**config.mk**
```make
export PLATFORM = sky130hd
export DESIGN_NAME = mem_arbiter
export DESIGN_NICKNAME = d
export VERILOG_FILES = /design/src/rtl/mem_arbiter.sv
export SDC_FILE = /design/constraint.sdc
export NUM_CORES = 1
export LEC_CHECK = 0
export ABC_AREA = 1
export BUFFER_PORTS_ARGS = -buffer_cell sky130_fd_sc_hd__clkbuf_2
export CORE_AREA = 2 2 167 169
export DETAILED_ROUTE_END_ITERATION = 10
export DIE_AREA = 0 0 169 171
export PLACE_DENSITY = 0.59
export SLEW_MARGIN = 20
export SYNTH_ARGS = -nofsm -noshare
export SYNTH_HDL_FRONTEND = slang
export SYNTH_SLANG_ARGS = --single-unit
```
**constraint.sdc**
```tcl
create_clock -name clk -period 1.8 [get_ports clk]
set_input_delay 0 -clock clk [delete_from_list [all_inputs] [get_ports clk]]
set_output_delay 0 -clock clk [all_outputs]
set_load 0.02 [all_outputs]
```
**src/rtl/mem_arbiter.sv**
```systemverilog
// mem_arbiter: shares the MMU translation path and the external memory bus
// between the instruction-fetch (if) and load/store (ls) ports, and slots
// MMU reconfiguration from the CU in between accesses.
`timescale 1ns/1ps
module mem_arbiter #(
  parameter int unsigned TIMEOUT        = 16,
  parameter int unsigned PAGE_NUM_WIDTH = 20
) (
  input  logic                      clk,
  input  logic                      clr_n,
  input  logic                      if_req,
  input  logic [31:0]               if_vaddr,
  output logic                      if_ack,
  output logic [31:0]               if_rdata,
  output logic                      if_err,
  input  logic                      ls_req,
  input  logic                      ls_we,
  input  logic [3:0]                ls_be,
  input  logic [31:0]               ls_vaddr,
  input  logic [31:0]               ls_wdata,
  output logic                      ls_ack,
  output logic [31:0]               ls_rdata,
  output logic                      ls_err,
  input  logic                      cfg_req,
  input  logic                      cfg_en,
  input  logic [PAGE_NUM_WIDTH-1:0] cfg_vpage,
  input  logic [PAGE_NUM_WIDTH-1:0] cfg_ppage,
  output logic                      cfg_ack,
  output logic                      mmu_update_o,
  output logic                      mmu_en_o,
  output logic [PAGE_NUM_WIDTH-1:0] mmu_vpage_o,
  output logic [PAGE_NUM_WIDTH-1:0] mmu_ppage_o,
  output logic [31:0]               mmu_vaddr_o,
  input  logic [31:0]               mmu_paddr_i,
  input  logic                      mmu_error_i,
  output logic                      bus_req,
  output logic                      bus_we,
  output logic [3:0]                bus_be,
  output logic [31:0]               bus_addr,
  output logic [31:0]               bus_wdata,
  input  logic [31:0]               bus_rdata,
  input  logic                      bus_ready
);

  typedef enum logic [2:0] {IDLE, CFG, XLATE, BUS, DONE} state_t;

  localparam logic [7:0] CNT_LAST = 8'(TIMEOUT - 1);

  state_t      state, state_n;
  logic        port_ls;      // granted port: 1 = ls, 0 = if
  logic        last_ls;      // port granted last: 1 = ls, 0 = if
  logic [31:0] vaddr_r;
  logic        we_r;
  logic [3:0]  be_r;
  logic [31:0] wdata_r;
  logic [31:0] paddr_r;
  logic [7:0]  cnt;

  logic        grant;
  logic        grant_ls;
  logic        done_load;
  logic [31:0] done_rdata;
  logic        done_err;

  // State register
  always_ff @(posedge clk) begin
    if (!clr_n) state <= IDLE;
    else        state <= state_n;
  end

  // Next-state, arbitration and completion result
  always_comb begin
    state_n    = state;
    grant      = 1'b0;
    grant_ls   = 1'b0;
    done_load  = 1'b0;
    done_rdata = '0;
    done_err   = 1'b0;
    case (state)
      IDLE: begin
        if (cfg_req) begin
          state_n = CFG;
        end else if (ls_req || if_req) begin
          grant    = 1'b1;
          // on a tie the port not granted last wins
          grant_ls = ls_req && (!if_req || !last_ls);
          state_n  = XLATE;
        end
      end
      CFG:   state_n = IDLE;
      XLATE: begin
        if (mmu_error_i) begin
          state_n   = DONE;
          done_load = 1'b1;
          done_err  = 1'b1;
        end else begin
          state_n = BUS;
        end
      end
      BUS: begin
        // ready beats timeout when both land in the same cycle
        if (bus_ready) begin
          state_n    = DONE;
          done_load  = 1'b1;
          done_rdata = we_r ? '0 : bus_rdata;
        end else if (cnt == CNT_LAST) begin
          state_n   = DONE;
          done_load = 1'b1;
          done_err  = 1'b1;
        end
      end
      DONE:    state_n = IDLE;
      default: state_n = IDLE;
    endcase
  end

  // Request latch, translation capture, timeout counter and port results
  always_ff @(posedge clk) begin
    if (!clr_n) begin
      port_ls  <= 1'b0;
      last_ls  <= 1'b0;
      vaddr_r  <= '0;
      we_r     <= 1'b0;
      be_r     <= '0;
      wdata_r  <= '0;
      paddr_r  <= '0;
      cnt      <= '0;
      if_rdata <= '0;
      if_err   <= 1'b0;
      ls_rdata <= '0;
      ls_err   <= 1'b0;
    end else begin
      if (grant) begin
        port_ls <= grant_ls;
        vaddr_r <= grant_ls ? ls_vaddr : if_vaddr;
        we_r    <= grant_ls & ls_we;
        be_r    <= grant_ls ? ls_be : 4'hF;
        wdata_r <= grant_ls ? ls_wdata : '0;
      end
      if (state == XLATE) begin
        paddr_r <= mmu_paddr_i;
        cnt     <= '0;
      end
      if (state == BUS) cnt <= cnt + 8'd1;
      if (done_load) begin
        if (port_ls) begin
          ls_rdata <= done_rdata;
          ls_err   <= done_err;
        end else begin
          if_rdata <= done_rdata;
          if_err   <= done_err;
        end
      end
      if (state == DONE) last_ls <= port_ls;
    end
  end

  // Outputs decoded from the state register; all zero in IDLE
  always_comb begin
    if_ack       = (state == DONE) && !port_ls;
    ls_ack       = (state == DONE) &&  port_ls;
    cfg_ack      = (state == CFG);
    mmu_update_o = (state == CFG);
    mmu_en_o     = (state == CFG) && cfg_en;
    mmu_vpage_o  = (state == CFG) ? cfg_vpage : '0;
    mmu_ppage_o  = (state == CFG) ? cfg_ppage : '0;
    mmu_vaddr_o  = (state == IDLE) ? '0 : vaddr_r;
    bus_req      = (state == BUS);
    bus_we       = (state == BUS) && we_r;
    bus_be       = (state == BUS) ? be_r : '0;
    bus_addr     = (state == BUS) ? paddr_r : '0;
    bus_wdata    = (state == BUS) ? wdata_r : '0;
  end

endmodule
```
==> results.md <==
- Status: finished, final reports clean
- I/O pin total: 426
- Worst Setup Path Type: flop to flop
- Post-Syn Area: 0.008813 sq mm
- Worst EP required: 2.11 ns
- Starting DRT DRC Count: 647
- Skew-Pair Late Insertion Delay: 0.43 ns
- CTS tree: built
- RSZ-0062 raised after global routing: yes
- Synth Area in Simple Gates: 0.3257
- Die area: about 0.029 sq mm
- Antenna viol nets, final: 0
- # rows: 61
- Buf/Inv on CP: 2
- Maximum clock path buffer count: 2
- Core area: between 0.02 and 0.03 sq mm
- Complex-gate fraction of the synthesized area: 0.08915
- Slowest CP cell: dlygate4sd3_1
- Number of distinct library cells after synthesis: 24
- Fin crit share: 0.9485
- Global-route wire length before repair: 47.05 mm
- Via density: 4.426
- Fin Clk Skew: roughly 0.018 ns
- Wire length per cell: between 10 and 15 um
- Post-route setup TNS: 0 ns
- Critical path depth: 6
- Arr. time, crit path: between 2 and 2.5 ns
- CTS buffer count: 17
- Initial antenna violation count: 0
- Actual slew at the worst max-slew pin: 0.3872 ns
- Synthesis-to-finish area growth: 57.98%
- Slew HR: 0.7419
- Setup crit end kind: flop
- Post-synthesis mux area share: 0
- Layout Nets: 2204
- Place WS: roughly 0.19 ns
- PwrDens: 760.9 mW/mm^2
- Reg2reg path depth: 6
- Initial core utilization: 0.3226
- Mapped Cells: 1421
- Crit path max-delay family: buffers and inverters
- Post-Synth XOR/XNOR Area: 0
- Final setup vio count: 0
- Total global-route track usage: 0.1995
- P_leak: 0.007177 uW
- Yosys reg bits: 180
- N_diodes: 0
- Setup bufs post-CTS: 0
- FMAX: 0.5857 GHz
- CP max stage delay: 0.58 ns
- Syn nets: approximately 1600
- Class of the worst hold path: input pin to flop
- PnR worst setup slack: 0.09268 ns
- Final hold viol count: 0
- Fin. max-slew vios: 0
- DRC viols: 0
- Synth Area in Adders: 0.001420
- Fin crit period: 1.707 ns
- Die W: 169 um
- Dpl hpwl: 19.64 mm
- Maxcap violations: 0
- Number of synthesis warnings: 0
- Commonest non-fill, non-tap cells in the layout: 417 x clkbuf_2, 325 x nand2_1, 290 x inv_1
- Hold Crit Depth: 4
- GR Overflow Total: 0
- CTS clock-pin slew for the worst setup and hold paths: 0.08 ns
- Avg Cell Area, Syn: 6.202 sq um
- Worst-case vdd ir drop: 451.1 uV
- Share of cells above drive strength 1: 0.2597
- Startpoint Class: flop
- Root buffer cell: clkbuf_16
- H-tree depth: 4
- Worst-path cell chain: nor2_4 -> nand2_4 -> buf_12 -> o21ai_2 -> dlygate4sd3_1 -> a21oi_1
- Die Y: approximately 170 um
- Vias in the first global route: 9556
- Via count: approximately 10000
- Largest net degree at the start of global routing: 90
- TritonRoute pass-1 iters: 6
- Power Total: between 10000 and 15000 uW
- Port Buf Inserts: 425
- Clock sinks: 180
- RePlAce Congestion: 0.8124
- Placed cell areas: 0.01137 sq mm
- Combinational family with the most area after synthesis: simple AND/OR/NAND/NOR gates
- CP max FO: 35
- Fin area: 0.01392 sq mm
- Seq/Total Area, Yosys: 0.4089
- Commonest non-fill, non-tap cell in the layout: clkbuf_2
- Wirelength, routed: between 30 and 40 mm
==> worst min-delay path, stage by stage <==
cell      delay, ns
clkbuf_2       0.13
nand3_2        0.14
nor3_1         0.07
nor2_1         0.09
==> final cells by class <==
| class | count | area, sq um |
|---|---|---|
| clock buffers | 17 | 425.4 |
| repair buffers | 640 | 4444 |
| inverters | 294 | 1104 |
| multi-input cells | 857 | 3742 |
| flip-flops and latches | 180 | 3610 |
| clock inverters | 14 | 165.2 |
| fillers | 2689 | 13400 |
| well taps | 346 | 432.9 |
==> metal layers <==
layer | vias to the layer above | wire length, um | track usage
met1 | 4578 | 13220 | 0.2435
li1 | 5358 | - | -
met3 | 51 | 1987 | 0.04534
met4 | 0 | 700 | 0.06838
met2 | 405 | 14640 | 0.3464
met5 | - | 0 | 0
==> stage by stage <==
step / cells / hold WS [ns] / util
after floorplan: 1421 / 0.1194 / -
after global placement: 2131 / 0.2345 / 0.4161
after detailed placement: 2131 / 0.2380 / 0.4161
after CTS: 2346 / 0.01103 / 0.5055
after global routing: 2348 / 0.06752 / 0.5096
final: 2348 / 0.02807 / 0.5096
==> logic make-up (layout without fill, tap and decap cells) <==
logic type | after synthesis | in the layout
and+or+nand+nor | 702 | 702
AOI/OAI and AO/OA | 154 | 154
DFF | 180 | 180
adders and majority gates | 1 | 1
buffers and inverters | 384 | 965
==> where the power goes <==
part	switching, uW	total (uW)	internal (uW)
clock network	1840	3820	1980
logic	1390	2410	1030
registers	106	4360	4250
total	3340	10600	7260
==> timing repair <==
action | in CTS | in global routing
endpoints found under the hold margin | 167 | 0
hold buffers | 184 | 0
gates cloned | 0 | 2
resized for setup | 4 | 28
setup endpoints to repair | 8 | 189
==> final timing paths <==
| check | slack, ns | end | start |
|---|---|---|---|
| worst min-delay path | 0.03 | be_r[3] | ls_req |
| worst min register to register | 0.45 | paddr_r[14] | paddr_r[14] |
| worst max register to register | 0.09 | paddr_r[8] | state[2] |
| worst max-delay path | 0.09 | paddr_r[8] | state[2] |
==> synthesized netlist by cell type <==
cell type / instances / area [sq um]
nor2_2: 1 / 6.260
buf_4: 5 / 37.54
o21ai_2: 1 / 8.760
buf_2: 29 / 145.1
buf_1: 12 / 45.04
a21oi_1: 110 / 550.5
inv_2: 3 / 11.26
or2_2: 2 / 12.51
clkbuf_1: 38 / 142.6
dfxtp_1: 180 / 3603
nand4_1: 40 / 250.2
nor2_1: 262 / 983.4
a211oi_1: 4 / 30.03
nand3_1: 57 / 285.3
a31oi_1: 1 / 6.260
nand2_2: 2 / 12.51
nand2_1: 327 / 1227
ha_1: 1 / 12.51
nor3_1: 4 / 20.02
buf_6: 6 / 67.56
nand3_2: 5 / 50.05
inv_1: 291 / 1092
nor2_4: 2 / 22.52
o21ai_0: 38 / 190.2
==> sequential cells by signal, indices dropped and copies added, names as in the netlist, 3 cells and up <==
signal / count
if_rdata: 32
ls_rdata: 32
paddr_r: 32
vaddr_r: 32
wdata_r: 32
cnt: 8
be_r: 4
state: 3
Note: power is estimated with default switching activity, not from simulation.
